`config.mk`:
```
export PLATFORM = sky130hd
export DESIGN_NAME = fb_port_arbiter
export DESIGN_NICKNAME = d
export VERILOG_FILES = /design/src/rtl/fb_port_arbiter.sv
export SDC_FILE = /design/constraint.sdc
export NUM_CORES = 1
export LEC_CHECK = 0
export BUFFER_PORTS_ARGS = -buffer_cell sky130_fd_sc_hd__buf_2
export CORE_AREA = 5 5 113 115
export DETAILED_ROUTE_END_ITERATION = 10
export DIE_AREA = 0 0 118 120
export PLACE_DENSITY = 0.73
export SLEW_MARGIN = 40
export SYNTH_ARGS = -nofsm -noshare
export SYNTH_HDL_FRONTEND = slang
export SYNTH_SLANG_ARGS = --single-unit
export TNS_END_PERCENT = 30
```
`constraint.sdc`:
```
create_clock -name clk_i -period 2.8 [get_ports clk_i]
set_clock_uncertainty 0.05 [all_clocks]
set_input_delay 0.56 -clock clk_i [delete_from_list [all_inputs] [get_ports clk_i]]
set_output_delay 0.56 -clock clk_i [all_outputs]
set_load 0.02 [all_outputs]
```
`src/rtl/fb_port_arbiter.sv`:
```
// Single-port framebuffer BRAM arbiter: scanout reads win, TIA writes are buffered
// in a small FIFO with a starvation guard, and a clear engine fills the frame.
module fb_port_arbiter #(
  parameter int unsigned ADDR_WIDTH = 16,
  parameter int unsigned DATA_WIDTH = 7,
  parameter int unsigned FB_SIZE    = 38400,
  parameter int unsigned FIFO_DEPTH = 4,
  parameter int unsigned MAX_RD_RUN = 8
) (
  input  logic                  clk_i,
  input  logic                  rst_i,
  input  logic                  wr_i,
  input  logic [ADDR_WIDTH-1:0] wr_adr_i,
  input  logic [DATA_WIDTH-1:0] wr_dat_i,
  input  logic                  rd_req_i,
  input  logic [ADDR_WIDTH-1:0] rd_adr_i,
  output logic                  rd_ack_o,
  output logic                  rd_valid_o,
  output logic [DATA_WIDTH-1:0] rd_dat_o,
  input  logic                  clr_i,
  input  logic [DATA_WIDTH-1:0] clr_color_i,
  output logic                  busy_o,
  output logic                  fifo_full_o,
  output logic                  ovf_o,
  output logic [ADDR_WIDTH-1:0] mem_adr_o,
  output logic                  mem_we_o,
  output logic [DATA_WIDTH-1:0] mem_dat_o,
  input  logic [DATA_WIDTH-1:0] mem_dat_i
);

  localparam int unsigned PTR_W = (FIFO_DEPTH > 1) ? $clog2(FIFO_DEPTH) : 1;
  localparam int unsigned CNT_W = $clog2(FIFO_DEPTH + 1);
  localparam int unsigned RUN_W = $clog2(MAX_RD_RUN + 1);

  localparam logic [ADDR_WIDTH-1:0] FB_LAST  = ADDR_WIDTH'(FB_SIZE - 1);
  localparam logic [CNT_W-1:0]      CNT_FULL = CNT_W'(FIFO_DEPTH);
  localparam logic [RUN_W-1:0]      RUN_MAX  = RUN_W'(MAX_RD_RUN);

  typedef enum logic [1:0] {GNT_NONE, GNT_RD, GNT_CLR, GNT_WR} grant_e;

  logic [ADDR_WIDTH-1:0] fifo_adr_q [FIFO_DEPTH];
  logic [DATA_WIDTH-1:0] fifo_dat_q [FIFO_DEPTH];

  logic [PTR_W-1:0]      wr_ptr_q, wr_ptr_d;
  logic [PTR_W-1:0]      rd_ptr_q, rd_ptr_d;
  logic [CNT_W-1:0]      count_q, count_d;
  logic                  full_q, full_d;
  logic                  ovf_q, ovf_d;
  logic [RUN_W-1:0]      run_q, run_d;
  logic                  busy_q, busy_d;
  logic [ADDR_WIDTH-1:0] clr_cnt_q, clr_cnt_d;
  logic [DATA_WIDTH-1:0] clr_col_q, clr_col_d;
  logic                  rd_valid_q, rd_valid_d;

  grant_e grant;
  logic   fifo_empty;
  logic   force_wr;
  logic   wr_in_range;
  logic   push_ok;
  logic   pop;

  assign fifo_empty  = (count_q == '0);
  assign force_wr    = (run_q == RUN_MAX) && !fifo_empty;
  assign wr_in_range = (wr_adr_i <= FB_LAST);
  assign push_ok     = !rst_i && wr_i && wr_in_range && !full_q;
  assign pop         = (grant == GNT_WR);

  // Port grant; nothing is granted in a reset cycle so the BRAM is never written then.
  always_comb begin
    grant = GNT_NONE;
    if (!rst_i) begin
      if (force_wr)        grant = GNT_WR;
      else if (rd_req_i)   grant = GNT_RD;
      else if (busy_q)     grant = GNT_CLR;
      else if (!fifo_empty) grant = GNT_WR;
    end
  end

  always_comb begin
    mem_adr_o = '0;
    mem_we_o  = 1'b0;
    mem_dat_o = '0;
    case (grant)
      GNT_RD:  mem_adr_o = rd_adr_i;
      GNT_CLR: begin
        mem_adr_o = clr_cnt_q;
        mem_we_o  = 1'b1;
        mem_dat_o = clr_col_q;
      end
      GNT_WR: begin
        mem_adr_o = fifo_adr_q[rd_ptr_q];
        mem_we_o  = 1'b1;
        mem_dat_o = fifo_dat_q[rd_ptr_q];
      end
      default: ;
    endcase
  end

  assign rd_ack_o    = (grant == GNT_RD);
  assign rd_valid_o  = rd_valid_q;
  assign rd_dat_o    = rd_valid_q ? mem_dat_i : '0;
  assign busy_o      = busy_q;
  assign fifo_full_o = full_q;
  assign ovf_o       = ovf_q;

  always_comb begin
    wr_ptr_d   = wr_ptr_q;
    rd_ptr_d   = rd_ptr_q;
    count_d    = count_q;
    ovf_d      = ovf_q;
    run_d      = run_q;
    busy_d     = busy_q;
    clr_cnt_d  = clr_cnt_q;
    clr_col_d  = clr_col_q;
    rd_valid_d = (grant == GNT_RD);

    if (push_ok) wr_ptr_d = wr_ptr_q + PTR_W'(1);
    if (pop)     rd_ptr_d = rd_ptr_q + PTR_W'(1);
    case ({push_ok, pop})
      2'b10:   count_d = count_q + CNT_W'(1);
      2'b01:   count_d = count_q - CNT_W'(1);
      default: ;
    endcase
    full_d = (count_d == CNT_FULL);

    // Fullness is judged at cycle start, so a same-cycle pop does not rescue the write.
    if (wr_i && wr_in_range && full_q) ovf_d = 1'b1;

    if (pop || fifo_empty)                     run_d = '0;
    else if (grant == GNT_RD && run_q != RUN_MAX) run_d = run_q + RUN_W'(1);

    if (grant == GNT_CLR) begin
      if (clr_cnt_q == FB_LAST) busy_d    = 1'b0;
      else                      clr_cnt_d = clr_cnt_q + ADDR_WIDTH'(1);
    end
    if (clr_i && !busy_q) begin
      busy_d    = 1'b1;
      clr_cnt_d = '0;
      clr_col_d = clr_color_i;
    end
  end

  always_ff @(posedge clk_i) begin
    if (rst_i) begin
      wr_ptr_q   <= '0;
      rd_ptr_q   <= '0;
      count_q    <= '0;
      full_q     <= 1'b0;
      ovf_q      <= 1'b0;
      run_q      <= '0;
      busy_q     <= 1'b0;
      clr_cnt_q  <= '0;
      clr_col_q  <= '0;
      rd_valid_q <= 1'b0;
    end else begin
      wr_ptr_q   <= wr_ptr_d;
      rd_ptr_q   <= rd_ptr_d;
      count_q    <= count_d;
      full_q     <= full_d;
      ovf_q      <= ovf_d;
      run_q      <= run_d;
      busy_q     <= busy_d;
      clr_cnt_q  <= clr_cnt_d;
      clr_col_q  <= clr_col_d;
      rd_valid_q <= rd_valid_d;
    end
  end

  // FIFO payload storage needs no reset; occupancy is tracked by the pointers.
  always_ff @(posedge clk_i) begin
    if (push_ok) begin
      fifo_adr_q[wr_ptr_q] <= wr_adr_i;
      fifo_dat_q[wr_ptr_q] <= wr_dat_i;
    end
  end

endmodule

```
### Word level (Yosys, flattened, before mapping)

Memories as Yosys holds them, arrays and structs flattened. A register that Yosys moved wholly into a read port is not among the register bits.
Index checks and enable logic that the tools add are counted.

| storage, ports and cells | value |
|---|---|
| ROM bits | 0 |
| bits in latches | 0 |
| output and inout bits | 36 |
| register bits after elaboration | 38 |
| bits of input ports | 58 |
| word-level logic and storage cells | 69 |
| memories | 2 |
| memory bits (writable) | 92 |

| operators by class | value |
|---|---|
| add/subtract/negate cells | 6 |
| bitwise gates (word level) | 1 |
| multipliers | 0 |
| reductions and logical operators | 21 |
| div/mod/pow operators | 0 |
| equality and inequality tests | 9 |
| order comparisons | 1 |
| mux-type cells | 19 |
| shift operators | 0 |

Memory list:

| name | words | width | rd ports | clocked after memory_dff | wr ports | line | text |
|---|---|---|---|---|---|---|---|
| fifo_adr_q | 4 | 16 | 1 | 1 | 1 | 41 | `logic [ADDR_WIDTH-1:0] fifo_adr_q [FIFO_DEPTH];` |
| fifo_dat_q | 4 | 7 | 1 | 1 | 1 | 42 | `logic [DATA_WIDTH-1:0] fifo_dat_q [FIFO_DEPTH];` |

Operator list:

| operator | number |
|---|---|
| case mux 16 bit (3 select lines) | 1 |
| two-way mux 2 bit | 9 |
| adder 16 x 1 -> 16 bit (second input constant) | 1 |
| equality test 16 bit (second input constant) | 1 |
| <= comparator 16 bit (second input constant) | 1 |
| case mux 7 bit (2 select lines) | 1 |
| logical AND 1 bit | 8 |
| two-way mux 7 bit | 1 |
| equality test 2 bit (second input constant) | 3 |
| two-way mux 1 bit | 6 |
| case mux 3 bit (2 select lines) | 1 |
| OR reduction 2 bit | 3 |
| adder 2 x 1 -> 2 bit (second input constant) | 2 |
| adder 4 x 1 -> 4 bit (second input constant) | 1 |
| equality test 2 x 1 -> 1 bit (second input constant) | 2 |
| equality test 4 bit (second input constant) | 1 |
| logical NOT 1 bit | 4 |
| != test 4 bit (second input constant) | 1 |
| AND reduction 2 bit | 2 |
| nonzero test 2 bit | 2 |
| adder 3 x 1 -> 3 bit (second input constant) | 1 |
| equality test 3 bit (second input constant) | 1 |
| logical NOT 3 bit | 1 |
| subtractor 3 x 1 -> 3 bit (second input constant) | 1 |
| 2 further kinds | 2 |

### Logic depth before layout (Yosys ltp)

| logic depth | value |
|---|---|
| word-level depth | 10 |
| depth in mapped cells | 13 |

### Worst setup path after synthesis

OpenSTA, ideal clock, no wires.

| path | value |
|---|---|
| kind | in2reg |
| from | input rd_req_i |
| to | register full_q (netlist: fifo_full_o) |
| arrival time | 2488 ps |
| stages | 10 |
| path slack | 130 ps |
| path buffers | 1 |
| data required time | 2619 ps |
| cell sequence | or2_2 -> a211oi_4 -> buf_6 -> ha_1 -> inv_1 -> fa_1 -> xor2_1 -> nor2_1 -> xnor2_1 -> nor3_1 |

| on the way | value |
|---|---|
| longest elaborated chain between the ends | 7 |
| elaborated cells on any way between the ends | 8 |

RTL lines:

| what | line | text |
|---|---|---|
| start: declaration | 15 | `input logic rd_req_i,` |
| two-way mux 2 bit (*) | 73 | `else if (rd_req_i) grant = GNT_RD;` |
| two-way mux 2 bit (*) | 72 | `if (force_wr) grant = GNT_WR;` |
| two-way mux 2 bit (*) | 71 | `if (!rst_i) begin` |
| equality test 2 bit (*) | 66 | `assign pop = (grant == GNT_WR);` |
| equality test 2 x 1 -> 1 bit or equality test 2 bit (tied branches) | 119 | `case ({push_ok, pop})` |
| case mux 3 bit (2 select lines) (*) | 119 |  |
| equality test 3 bit (*) | 124 | `full_d = (count_d == CNT_FULL);` |
| end signal: assignment | 159 | `full_q <= full_d;` |
| end: declaration | 47 | `logic full_q, full_d;` |

Every way passes the cells marked *; elsewhere a longest branch is shown, timed or not.
A chain may end at the register's enable or synchronous reset.

### Worst setup path after layout

| path | value |
|---|---|
| from | register run_q[1] |
| to | output mem_adr_o[8] |

| on the way | value |
|---|---|
| longest elaborated chain between the ends | 6 |
| elaborated cells on any way between the ends | 8 |

RTL lines:

| what | line | text |
|---|---|---|
| start: declaration | 49 | `logic [RUN_W-1:0] run_q, run_d;` |
| start signal: assignment | 161 | `run_q <= run_d;` |
| equality test 4 bit (*) | 63 | `assign force_wr = (run_q == RUN_MAX) && !fifo_empty;` |
| logical AND 1 bit (*) | 63 |  |
| two-way mux 2 bit (*) | 72 |  |
| two-way mux 2 bit (*) | 71 |  |
| equality test 2 bit or equality test 2 x 1 -> 1 bit (tied branches) | 83 | `case (grant)` |
| case mux 16 bit (3 select lines) (*) | 83 |  |
| end: declaration | 25 | `output logic [ADDR_WIDTH-1:0] mem_adr_o,` |

Marked as above.

==> results by group <==
Floorplanning
  • Initial core utilization: 49.2%
  • Die Wd: 118 um
  • Die outline height: 120 um
  • Area of the die: 0.0142 sq mm
  • Rows: 40
  • Core area: 0.0117 sq mm
  • I/O pins: 94

STA
  • Final hold vios: 0
  • Fin Setup TNS: 0 ps
  • Setup ws final: 36.4 ps
  • Rel. slew slack: 57.1%
  • Final Max Tran Viols: 0
  • FMAX: 362 MHz
  • Worst-margin pin slew: 643 ps
  • Fin Hold WS: 308 ps
  • RSZ-0062 raised after global routing: true
  • Tmin final: 2760 ps
  • Period utilization: 98.7%
  • Final setup viols: 0

Yosys
  • EDFF count, synth: 92
  • Post-synthesis register bit count: 132
  • Async S/R FF share, synth: 0%
  • Synth Area in Simple Gates: 10.1%
  • Seq/Total Area, Yosys: 61.8%
  • Synth top area share: 47.9%
  • Synth area leader: edfxtp_1
  • Synth Cell Area: 0.00577 sq mm
  • Compound-Gate Fraction of Synth Area: 11.9%
  • Top FF cell, synth: edfxtp_1
  • Syn. warnings: 0
  • Mapped Avg Cell Area: 13.7 sq um
  • Largest family of logic cells by synthesized area: compound AO/OA/AOI/OAI gates
  • Xor/xnor share of the synthesized area: 1.22%
  • Synth Instances: 422
  • Largest cells by area after synthesis: edfxtp_1, dfxtp_1, mux4_2, a21oi_1, o21ai_0
  • Synth cell types: 48
  • Synth Area in Adders: 2.08%
  • Top cells by count, synth: edfxtp_1, dfxtp_1, a21oi_1
  • Multiplexer area fraction after synthesis: 10.0%
  • Most common cell in the synthesized netlist: edfxtp_1
  • Syn_nets: 489

Setup path
  • Critical setup path kind: register to output port
  • FF-to-FF path depth: 12
  • WP data required: 2190 ps
  • Worst-path fanout max: 8
  • Critical Path Start Type: register
  • R2R Setup Slk: 160 ps
  • Setup crit end kind: output port
  • RR Startpoint: run_q[1]
  • Reg2Reg Capture Point: fifo_full_o
  • Arrival @ worst endpoint: 2150 ps

Clocking
  • Root Buffer: clkbuf_16
  • Insertion delay to the later sink of the worst-skew pair: 420 ps
  • Htree depth: 4
  • Sink Count: 132
  • Clk pin slew, worst setup/hold paths: 50 ps
  • Clock Tree Buf Depth: 2
  • CTS tree: done
  • Total CTS buffers: 17
  • Cts hold-fix bufs: 0

Detailed routing
  • Post-route antenna net violation count: 0
  • Via count: 4,082
  • Detailed Route Iter0 Violations: 279
  • DR top layer: met4
  • Total Wirelength: 13,600 um
  • Routed length on met3: 932 um
  • Vias per cell: 5.79
  • M1 WL: 5690 um
  • Met2 routed WL: 6740 um
  • # DRC: 0
  • Per-cell routed wire length: 19.2 um
  • Detailed Routing Iterations Pass 1: 4

GRT
  • Initial antenna violation count: 1
  • First-pass GRT wire length: 20,900 um
  • Vias in the first global route: 3,964
  • Largest net degree at the start of global routing: 22
  • Gr usage total: 19.1%
  • Total grt overflow: 0

Min path
  • WHS Endpoint: fifo_adr_q[3][7]
  • Hold crit path type: primary input to register
  • Cell count of the worst hold path: 1
  • Hold_sp: wr_adr_i[7]

Finish
  • Layout cells sized above 1: 37.0%
  • Final-stage net count: 611
  • Non-Filler Instances: 705
  • Area grow syn2layout: 29.2%

Placed design
  • Dpl cells: 664
  • Port bufs: 93
  • Dpl ws: 105 ps
  • Hpwl dp: 9200 um
  • Placer Congestion: 0.877

Pwr
  • VDD IR max: 427 uV
  • Cell leakage power: 2.64 nW
  • Pwr/cell area: 697 mW/mm^2

Flow run
  • Max-Cap Viols: 0

Run status
  • Status: completed
==> cell type report <==
type	instances	area (sq um)
Timing Repair Buffer	124	816
Clock buffer	23	468
Fill cell	832	4260
Clock inverter	9	224
Inverter	13	48.8
Sequential cell	132	3570
Tap cell	147	184
Antenna cell	1	2.50
Multi-Input combinational cell	256	2140
==> metal layers <==
layer	vias up	GRT usage, %
met5	-	0
met4	0	6.38
met3	18	5.98
met2	136	30.7
met1	2035	24.7
li1	1893	-
==> where the power goes <==
group	switching [mW]	internal [mW]
clock	0.783	1.81
sequential	0.0215	2.13
combinational	0.262	0.191
total	1.07	4.13
==> sequential cells by signal, summed over array words and instances (netlist names), 2 cells and up, named ones only <==
name        flops
rd_ptr_q        2
wr_ptr_q        2
run_q           4
clr_cnt_q      16
fifo_adr_q     64
clr_col_q       7
fifo_dat_q     28
count_q         3
==> worst max-delay path by stage <==
stage | endpoint | depth (start not counted) | slack (ps) | start
after floorplan | fifo_full_o | 10 | 130 | rd_req_i
after global placement | mem_adr_o[4] | 7 | 150 | rd_req_i
after detailed placement | mem_adr_o[4] | 7 | 100 | rd_req_i
after CTS | mem_adr_o[0] | 9 | 2 | run_q[0]
after global routing | mem_adr_o[8] | 8 | -80 | run_q[0]
final | mem_adr_o[8] | 8 | 40 | run_q[1]
==> critical path, stage by stage (launching register included) <==
cell,delay [ps]
dfxtp_2,320
inv_2,60
ha_4,120
nand3b_1,150
a211oi_4,460
clkbuf_16,250
a22oi_1,70
a21oi_1,140
buf_4,160
==> cells by family after synthesis <==
kind of cell | Yosys count
AO/OA/AOI/OAI | 107
XOR/XNOR | 8
adder cells (fa/ha/maj) | 9
buffers and inverters | 34
flip-flops | 132
multiplexers | 29
AND/OR/NAND/NOR | 103
==> through the flow <==
stage	power [mW]	cell area (sq um)	util, %
2_1_floorplan	2.44	5770	-
3_3_place_gp	2.58	6480	55.3
3_5_place_dp	2.60	6480	55.3
4_1_cts	5.19	7220	61.6
5_1_grt	5.37	7450	63.6
6_report	5.19	7450	63.6
==> layout by cell type, fill, tap and decap left out, drive strengths merged, types with 11 or more instances in the layout <==
cell and n:
a21oi 38, edfxtp 92, buf 122, dfxtp 40, a22oi 17, o21ai 26, nand2 26, mux4 23
clkbuf 25, nor2 17, and2 11, inv 13
==> timing repair <==
action / 4_1_cts / 5_1_grt
gates cloned: 0 / 2
setup buffers: 2 / 4
hold endpoints to repair: 0 / 0
setup endpoints to repair: 23 / 19
pin swaps: 1 / 21
gates resized for setup: 10 / 41
Note: power is estimated with default switching activity, not from simulation.
